$ cat src/rtl/uart_cmd_pkg.sv
// Shared opcodes, parser states and field-size helpers for the UART command packer.
package uart_cmd_pkg;

  localparam logic [7:0] uart_cmd_write_op = 8'h01;
  localparam logic [7:0] uart_cmd_read_op  = 8'h02;

  typedef enum logic [1:0] {StIdle, StAddr, StData, StSend} uart_cmd_state_e;

  // Address field rounds up to whole bytes on the wire.
  function automatic int unsigned addr_bytes(input int unsigned addr_width);
    return (addr_width + 7) / 8;
  endfunction

  function automatic int unsigned data_bytes(input int unsigned data_width);
    return data_width / 8;
  endfunction

endpackage

$ cat src/rtl/uart_cmd_packer.sv
// Parses UART RX bytes into framed read/write host commands with an inter-byte timeout.
module uart_cmd_packer
  import uart_cmd_pkg::*;
#(
  parameter int unsigned addr_width_p     = 28,
  parameter int unsigned data_width_p     = 64,
  parameter int unsigned timeout_cycles_p = 30000
) (
  input  logic                    clk_i,
  input  logic                    reset_n_i,
  input  logic                    byte_v_i,
  input  logic [7:0]              byte_i,
  output logic                    byte_yumi_o,
  output logic                    cmd_v_o,
  input  logic                    cmd_ready_and_i,
  output logic                    cmd_write_o,
  output logic [addr_width_p-1:0] cmd_addr_o,
  output logic [data_width_p-1:0] cmd_data_o,
  output logic                    err_opcode_o,
  output logic                    err_timeout_o
);

  localparam int unsigned AddrBytes = addr_bytes(addr_width_p);
  localparam int unsigned DataBytes = data_bytes(data_width_p);
  localparam int unsigned AddrPadW  = AddrBytes * 8;
  localparam int unsigned MaxBytes  = (AddrBytes > DataBytes) ? AddrBytes : DataBytes;
  localparam int unsigned CntW      = $clog2(MaxBytes + 1);
  localparam int unsigned TmoW      = $clog2(timeout_cycles_p + 1);

  localparam logic [CntW-1:0] AddrLast = CntW'(AddrBytes - 1);
  localparam logic [CntW-1:0] DataLast = CntW'(DataBytes - 1);
  localparam logic [TmoW-1:0] TmoLast  = TmoW'(timeout_cycles_p - 1);

  uart_cmd_state_e         state_q, state_d;
  logic                    write_q, write_d;
  logic [addr_width_p-1:0] addr_q, addr_d;
  logic [data_width_p-1:0] data_q, data_d;
  logic [CntW-1:0]         cnt_q, cnt_d;
  logic [TmoW-1:0]         tmo_q, tmo_d;
  logic                    err_opcode_q, err_opcode_d;
  logic                    err_timeout_q, err_timeout_d;
  logic                    accept;

  assign accept = byte_v_i & (state_q != StSend);

  always_comb begin
    state_d       = state_q;
    write_d       = write_q;
    addr_d        = addr_q;
    data_d        = data_q;
    cnt_d         = cnt_q;
    tmo_d         = '0;
    err_opcode_d  = 1'b0;
    err_timeout_d = 1'b0;

    unique case (state_q)
      StIdle: begin
        if (accept) begin
          if (byte_i == uart_cmd_write_op || byte_i == uart_cmd_read_op) begin
            write_d = (byte_i == uart_cmd_write_op);
            addr_d  = '0;
            data_d  = '0;
            cnt_d   = '0;
            state_d = StAddr;
          end else begin
            err_opcode_d = 1'b1;
          end
        end
      end
      StAddr: begin
        if (accept) begin
          // Lanes start cleared, so OR-ing in the shifted byte fills one lane; bits past
          // addr_width_p fall off in the truncating cast.
          addr_d = addr_q | addr_width_p'(AddrPadW'(byte_i) << (8 * cnt_q));
          cnt_d  = cnt_q + 1'b1;
          if (cnt_q == AddrLast) begin
            cnt_d   = '0;
            state_d = write_q ? StData : StSend;
          end
        end else if (tmo_q == TmoLast) begin
          state_d       = StIdle;
          err_timeout_d = 1'b1;
        end else begin
          tmo_d = tmo_q + 1'b1;
        end
      end
      StData: begin
        if (accept) begin
          data_d = data_q | (data_width_p'(byte_i) << (8 * cnt_q));
          cnt_d  = cnt_q + 1'b1;
          if (cnt_q == DataLast) begin
            cnt_d   = '0;
            state_d = StSend;
          end
        end else if (tmo_q == TmoLast) begin
          state_d       = StIdle;
          err_timeout_d = 1'b1;
        end else begin
          tmo_d = tmo_q + 1'b1;
        end
      end
      StSend: begin
        if (cmd_ready_and_i) begin
          state_d = StIdle;
        end
      end
      default: state_d = StIdle;
    endcase
  end

  always_ff @(posedge clk_i or negedge reset_n_i) begin
    if (!reset_n_i) begin
      state_q       <= StIdle;
      write_q       <= 1'b0;
      addr_q        <= '0;
      data_q        <= '0;
      cnt_q         <= '0;
      tmo_q         <= '0;
      err_opcode_q  <= 1'b0;
      err_timeout_q <= 1'b0;
    end else begin
      state_q       <= state_d;
      write_q       <= write_d;
      addr_q        <= addr_d;
      data_q        <= data_d;
      cnt_q         <= cnt_d;
      tmo_q         <= tmo_d;
      err_opcode_q  <= err_opcode_d;
      err_timeout_q <= err_timeout_d;
    end
  end

  assign byte_yumi_o   = accept;
  assign cmd_v_o       = (state_q == StSend);
  assign cmd_write_o   = write_q;
  assign cmd_addr_o    = addr_q;
  assign cmd_data_o    = data_q;
  assign err_opcode_o  = err_opcode_q;
  assign err_timeout_o = err_timeout_q;

endmodule
$ cat config.mk
export PLATFORM = sky130hd
export DESIGN_NAME = uart_cmd_packer
export DESIGN_NICKNAME = d
export VERILOG_FILES = /design/src/rtl/uart_cmd_pkg.sv /design/src/rtl/uart_cmd_packer.sv
export SDC_FILE = /design/constraint.sdc
export NUM_CORES = 1
export LEC_CHECK = 0
export ABC_AREA = 1
export CORE_ASPECT_RATIO = 0.7
export CORE_MARGIN = 3
export CORE_UTILIZATION = 58
export CTS_BUF_LIST = sky130_fd_sc_hd__clkbuf_2 sky130_fd_sc_hd__clkbuf_4 sky130_fd_sc_hd__clkbuf_8
export CTS_CLUSTER_DIAMETER = 200
export DETAILED_ROUTE_END_ITERATION = 12
export PLACE_DENSITY = 0.89
export REMOVE_ABC_BUFFERS = 1
export SKIP_LAST_GASP = 1
export SLEW_MARGIN = 5
export SYNTH_ARGS = -nofsm -noshare
export SYNTH_HDL_FRONTEND = slang
export SYNTH_SLANG_ARGS = --single-unit
$ cat constraint.sdc
create_clock -name clk_i -period 3.65 [get_ports clk_i]
set_clock_uncertainty 0.2 [all_clocks]
set_input_delay 0.73 -clock clk_i [delete_from_list [all_inputs] [get_ports clk_i]]
set_output_delay 0.73 -clock clk_i [all_outputs]
set_load 0.01 [all_outputs]
==> flow_metrics.env <==
export IMPL_status="finished clean"
export IMPL_layout_filler_cells=561
export IMPL_antennaDiodeCount=0
export IMPL_cp_slowest_stage_delay_ns=0.57
export IMPL_die_span_in_x_um=121.9
export IMPL_placedInstanceArea_um2=6633
export IMPL_grt_max_degree=117
export IMPL_grt_remaining_overflow=0
export IMPL_slew_headroom_pct=34.13
export IMPL_postSynthCellCount=694
export IMPL_synth_largest_area_cell="sky130_fd_sc_hd__dfrtp_1"
export IMPL_dp_hpwl_mm=9.610
export IMPL_reg2reg_setup_slack_ns=1.31
export IMPL_ys_seq_area_share_pct=53.26
export IMPL_fin_nets=821
export IMPL_max_clock_freq_mhz=349.3
export IMPL_cts_num_sinks=116
export IMPL_critical_path_cell_chain="clkdlybuf4s50_1, inv_1, nor2_1, clkdlybuf4s50_1"
export IMPL_ys_dominant_reg_cell="sky130_fd_sc_hd__dfrtp_1"
export IMPL_final_max_tran_viols=0
export IMPL_globalRouteTotalUtil_pct=28.84
export IMPL_initial_core_util_pct=61.98
export IMPL_post_synth_fa_ha_maj_area_fraction_pct=1.607
export IMPL_startpoint_type="input pin"
export IMPL_cts_max_level=4
export IMPL_dieHeight_um=87.11
export IMPL_place_detailed_instances=903
export IMPL_yosysUniqueCellTypes=27
export IMPL_cts_hold_buffers_added=0
export IMPL_yosys_warnings=0
export IMPL_worstSetupEndpointType="primary output"
export IMPL_post_synth_instance_area_um2=5450
export IMPL_number_of_antenna_violations_at_the_first_check_in_global_routing=0
export IMPL_final_setup_viol_count=0
export IMPL_setup_tns_ns=0
export IMPL_final_cell_count_no_fill=935
export IMPL_fp_dieArea_um2=10610
export IMPL_leakage_power_summed_over_all_cells_nw=3.524
export IMPL_top_level_ports=109
export IMPL_postSynthAreaPerCell_um2=7.853
export IMPL_drc=0
export IMPL_finalHoldViolations=0
export IMPL_core_rowCount=28
export IMPL_numCtsBuffers=17
export IMPL_tritoncts="yes"
export IMPL_postSynthRegisterBits=116
export IMPL_number_of_flops_mapped_to_enable_cells_by_yosys=0
export IMPL_top_delay_family_on_crit_path="buffers and inverters"
export IMPL_routedWlPerCell_um=15.35
export IMPL_fin_crit_sh_pct=78.44
export IMPL_yosys_area_top_type_share_pct=53.26
export IMPL_crit_reg2reg_capture="cmd_addr_o[6]"
export IMPL_ir_drop_mv=0.3609
export IMPL_crit_path_time_final_ns=2.863
export IMPL_synth_compound_area_share_pct=10.67
export IMPL_finalPower_mw=4.231
export IMPL_worst_skew_pair_late_latency_ns=0.44
export IMPL_unrepaired_setup_endpoints_after_global_routing="false"
export IMPL_global_route_wire_length_before_repair_mm=23.92
export IMPL_drive_above_1_share_pct=5.890
export IMPL_count_of_port_buffers_added_during_placement=108
export IMPL_maximum_fanout_encountered_on_the_critical_timing_path=2
export IMPL_cts_resized=0
export IMPL_final_area_um2=7109
export IMPL_critPathRequiredTime_ns=2.72
export IMPL_yosys_area_share_xor_xnor_pct=0.6428
export IMPL_path_depth=4
export IMPL_worst_slew_pin_transition_ns=0.9856
export IMPL_synth_simple_gate_area_share_pct=22.50
export IMPL_firstDrtPassIters=6
export IMPL_cts_clk_slew_worst_paths_ns=0.07
export IMPL_detail_route_iter0_violations=633
export IMPL_area_growth_pct=30.44
export IMPL_drv_cap=0
export IMPL_synth_mux_area_share_pct=0
export IMPL_synth_async_reset_ratio_pct=100.0
export IMPL_vias=5001
export IMPL_postCtsSetupRepairBufs=0
export IMPL_cpMostUsedCell="sky130_fd_sc_hd__clkdlybuf4s50_1"
export IMPL_critPathSlowestCell="sky130_fd_sc_hd__clkdlybuf4s50_1"
export IMPL_vias_in_the_first_global_route=4946
export IMPL_routed_wirelength_mm=14.36
export IMPL_cp_data_arrival_time_ns=1.93
export IMPL_reg2reg_depth=7
export IMPL_timing_critical_path_from="byte_v_i"
export IMPL_detail_route_vias_per_cell=5.349
export IMPL_holdCritPathClass="input pin to asynchronous set/reset pin"
export IMPL_ys_top_cells_by_area="sky130_fd_sc_hd__dfrtp_1 53%, sky130_fd_sc_hd__nand2_1 10%, sky130_fd_sc_hd__a21oi_1 9.3%"
export IMPL_ctsLongestPathBuffers=2
export IMPL_routabilityCongestion=0.8953
export IMPL_drt_antenna_violating_nets=0
export IMPL_cp_num_buf_inv=3
export IMPL_core_box_area_um2=8793
export IMPL_clock_tree_root_cell="sky130_fd_sc_hd__clkbuf_8"
export IMPL_rr_startpoint="state_q[0]"
export IMPL_setup_worst_path_end="byte_yumi_o"
export IMPL_main_combinational_cell_family_by_area_after_synthesis="simple AND/OR/NAND/NOR gates"
export IMPL_power_density_cell_area_nw_per_um2=595.2
export IMPL_worstSetupPathType="input pin to primary output"
==> metrics by stage <==
step | setup WS (ns) | hold slack [ns] | utilization (%)
after floorplan | 0.4309 | 0.2329 | -
after detailed placement | 0.7382 | 0.2515 | 75.43
after global placement | 0.8379 | 0.2440 | 75.43
final | 0.7868 | 0.1655 | 80.85
after CTS | 0.7836 | 0.2014 | 80.85
after global routing | 0.7646 | 0.2095 | 80.85
==> cell type report <==
type	instances	area, um^2	share of cell area, %
sequential	116	2903	40.83
multi-input combinational	422	1936	27.23
timing repair buffer	115	1156	16.26
inverter	130	488.0	6.864
clock buffer	23	304.0	4.277
clock inverter	9	172.7	2.429
tap	120	150.1	2.112
==> report_power, final <==
group	total (mW)	switching, mW	internal, mW
Sequential	1.61	0.141	1.47
Clock	1.42	0.520	0.898
Combinational	1.20	0.692	0.511
Total	4.23	1.35	2.88
==> cells by family after synthesis <==
kind of cell / count (synthesis)
buffers and inverters: 156
AOI/OAI and AO/OA: 114
DFF: 116
and+or+nand+nor: 297
xor gates and xnor gates: 4
adders and majority gates: 7
==> cells in the final DEF, fill, tap and decap left out, types with 2 or more instances in the layout <==
master and instances:
sky130_fd_sc_hd__a21oi_1 101, sky130_fd_sc_hd__dfrtp_1 116, sky130_fd_sc_hd__clkbuf_4 2, sky130_fd_sc_hd__o21ai_0 9
sky130_fd_sc_hd__nor2_4 2, sky130_fd_sc_hd__nand3_1 40, sky130_fd_sc_hd__nand2_2 2, sky130_fd_sc_hd__nand4_1 2
sky130_fd_sc_hd__nand2_1 147, sky130_fd_sc_hd__ha_1 7, sky130_fd_sc_hd__inv_1 129, sky130_fd_sc_hd__buf_12 2
sky130_fd_sc_hd__bufinv_16 5, sky130_fd_sc_hd__clkdlybuf4s50_1 107, sky130_fd_sc_hd__xnor2_1 2, sky130_fd_sc_hd__nor3_1 9
sky130_fd_sc_hd__clkbuf_8 21, sky130_fd_sc_hd__buf_4 6, sky130_fd_sc_hd__clkinv_2 3, sky130_fd_sc_hd__xor2_1 2
sky130_fd_sc_hd__nor2_1 90
==> cell usage after synthesis (2+ instances only) <==
master	number
sky130_fd_sc_hd__nand2_2	2
sky130_fd_sc_hd__buf_2	13
sky130_fd_sc_hd__nand3_1	40
sky130_fd_sc_hd__nand4_1	2
sky130_fd_sc_hd__o21ai_0	9
sky130_fd_sc_hd__clkbuf_1	9
sky130_fd_sc_hd__buf_4	4
sky130_fd_sc_hd__ha_1	7
sky130_fd_sc_hd__inv_1	129
sky130_fd_sc_hd__nand2_1	147
sky130_fd_sc_hd__dfrtp_1	116
sky130_fd_sc_hd__nor2_1	90
sky130_fd_sc_hd__nor3_1	9
sky130_fd_sc_hd__a21oi_1	101
sky130_fd_sc_hd__xor2_1	2
sky130_fd_sc_hd__xnor2_1	2
sky130_fd_sc_hd__nor2_2	2
==> worst min-delay path by stage <==
stage	startpoint	cells after the start	slack (ns)	end
floorplan	reset_n_i	0	0.23	cmd_addr_o[0]
detailed placement	tmo_q[0]	1	0.25	tmo_q[0]
global route	reset_n_i	2	0.21	cmd_data_o[56]
finish	reset_n_i	2	0.17	cmd_data_o[22]
CTS	reset_n_i	2	0.20	cmd_addr_o[6]
global placement	tmo_q[0]	1	0.24	tmo_q[0]
==> state kept, by name, summed over array words and instances (netlist names) <==
name,flops
cmd_data_o,64
err_opcode_o,1
err_timeout_o,1
state_q,2
cnt_q,4
tmo_q,15
cmd_addr_o,28
cmd_write_o,1
==> layer usage <==
metal	routed length, um	global-route usage [%]	vias to the layer above
met3	1337	7.597	31
met2	6584	45.24	244
met5	0	0	-
li1	-	-	2346
met4	280	10.07	0
met1	6153	39.44	2380
==> worst reg2reg max path, stage by stage, from the launching register on <==
cell,delay [ns]
sky130_fd_sc_hd__dfrtp_1,0.41
sky130_fd_sc_hd__ha_1,0.28
sky130_fd_sc_hd__nor2_1,0.18
sky130_fd_sc_hd__buf_4,0.22
sky130_fd_sc_hd__nand4_4,0.18
sky130_fd_sc_hd__nand2_2,0.48
sky130_fd_sc_hd__nand2_1,0.15
sky130_fd_sc_hd__a21oi_1,0.17
(Power assumes the default switching activity.)
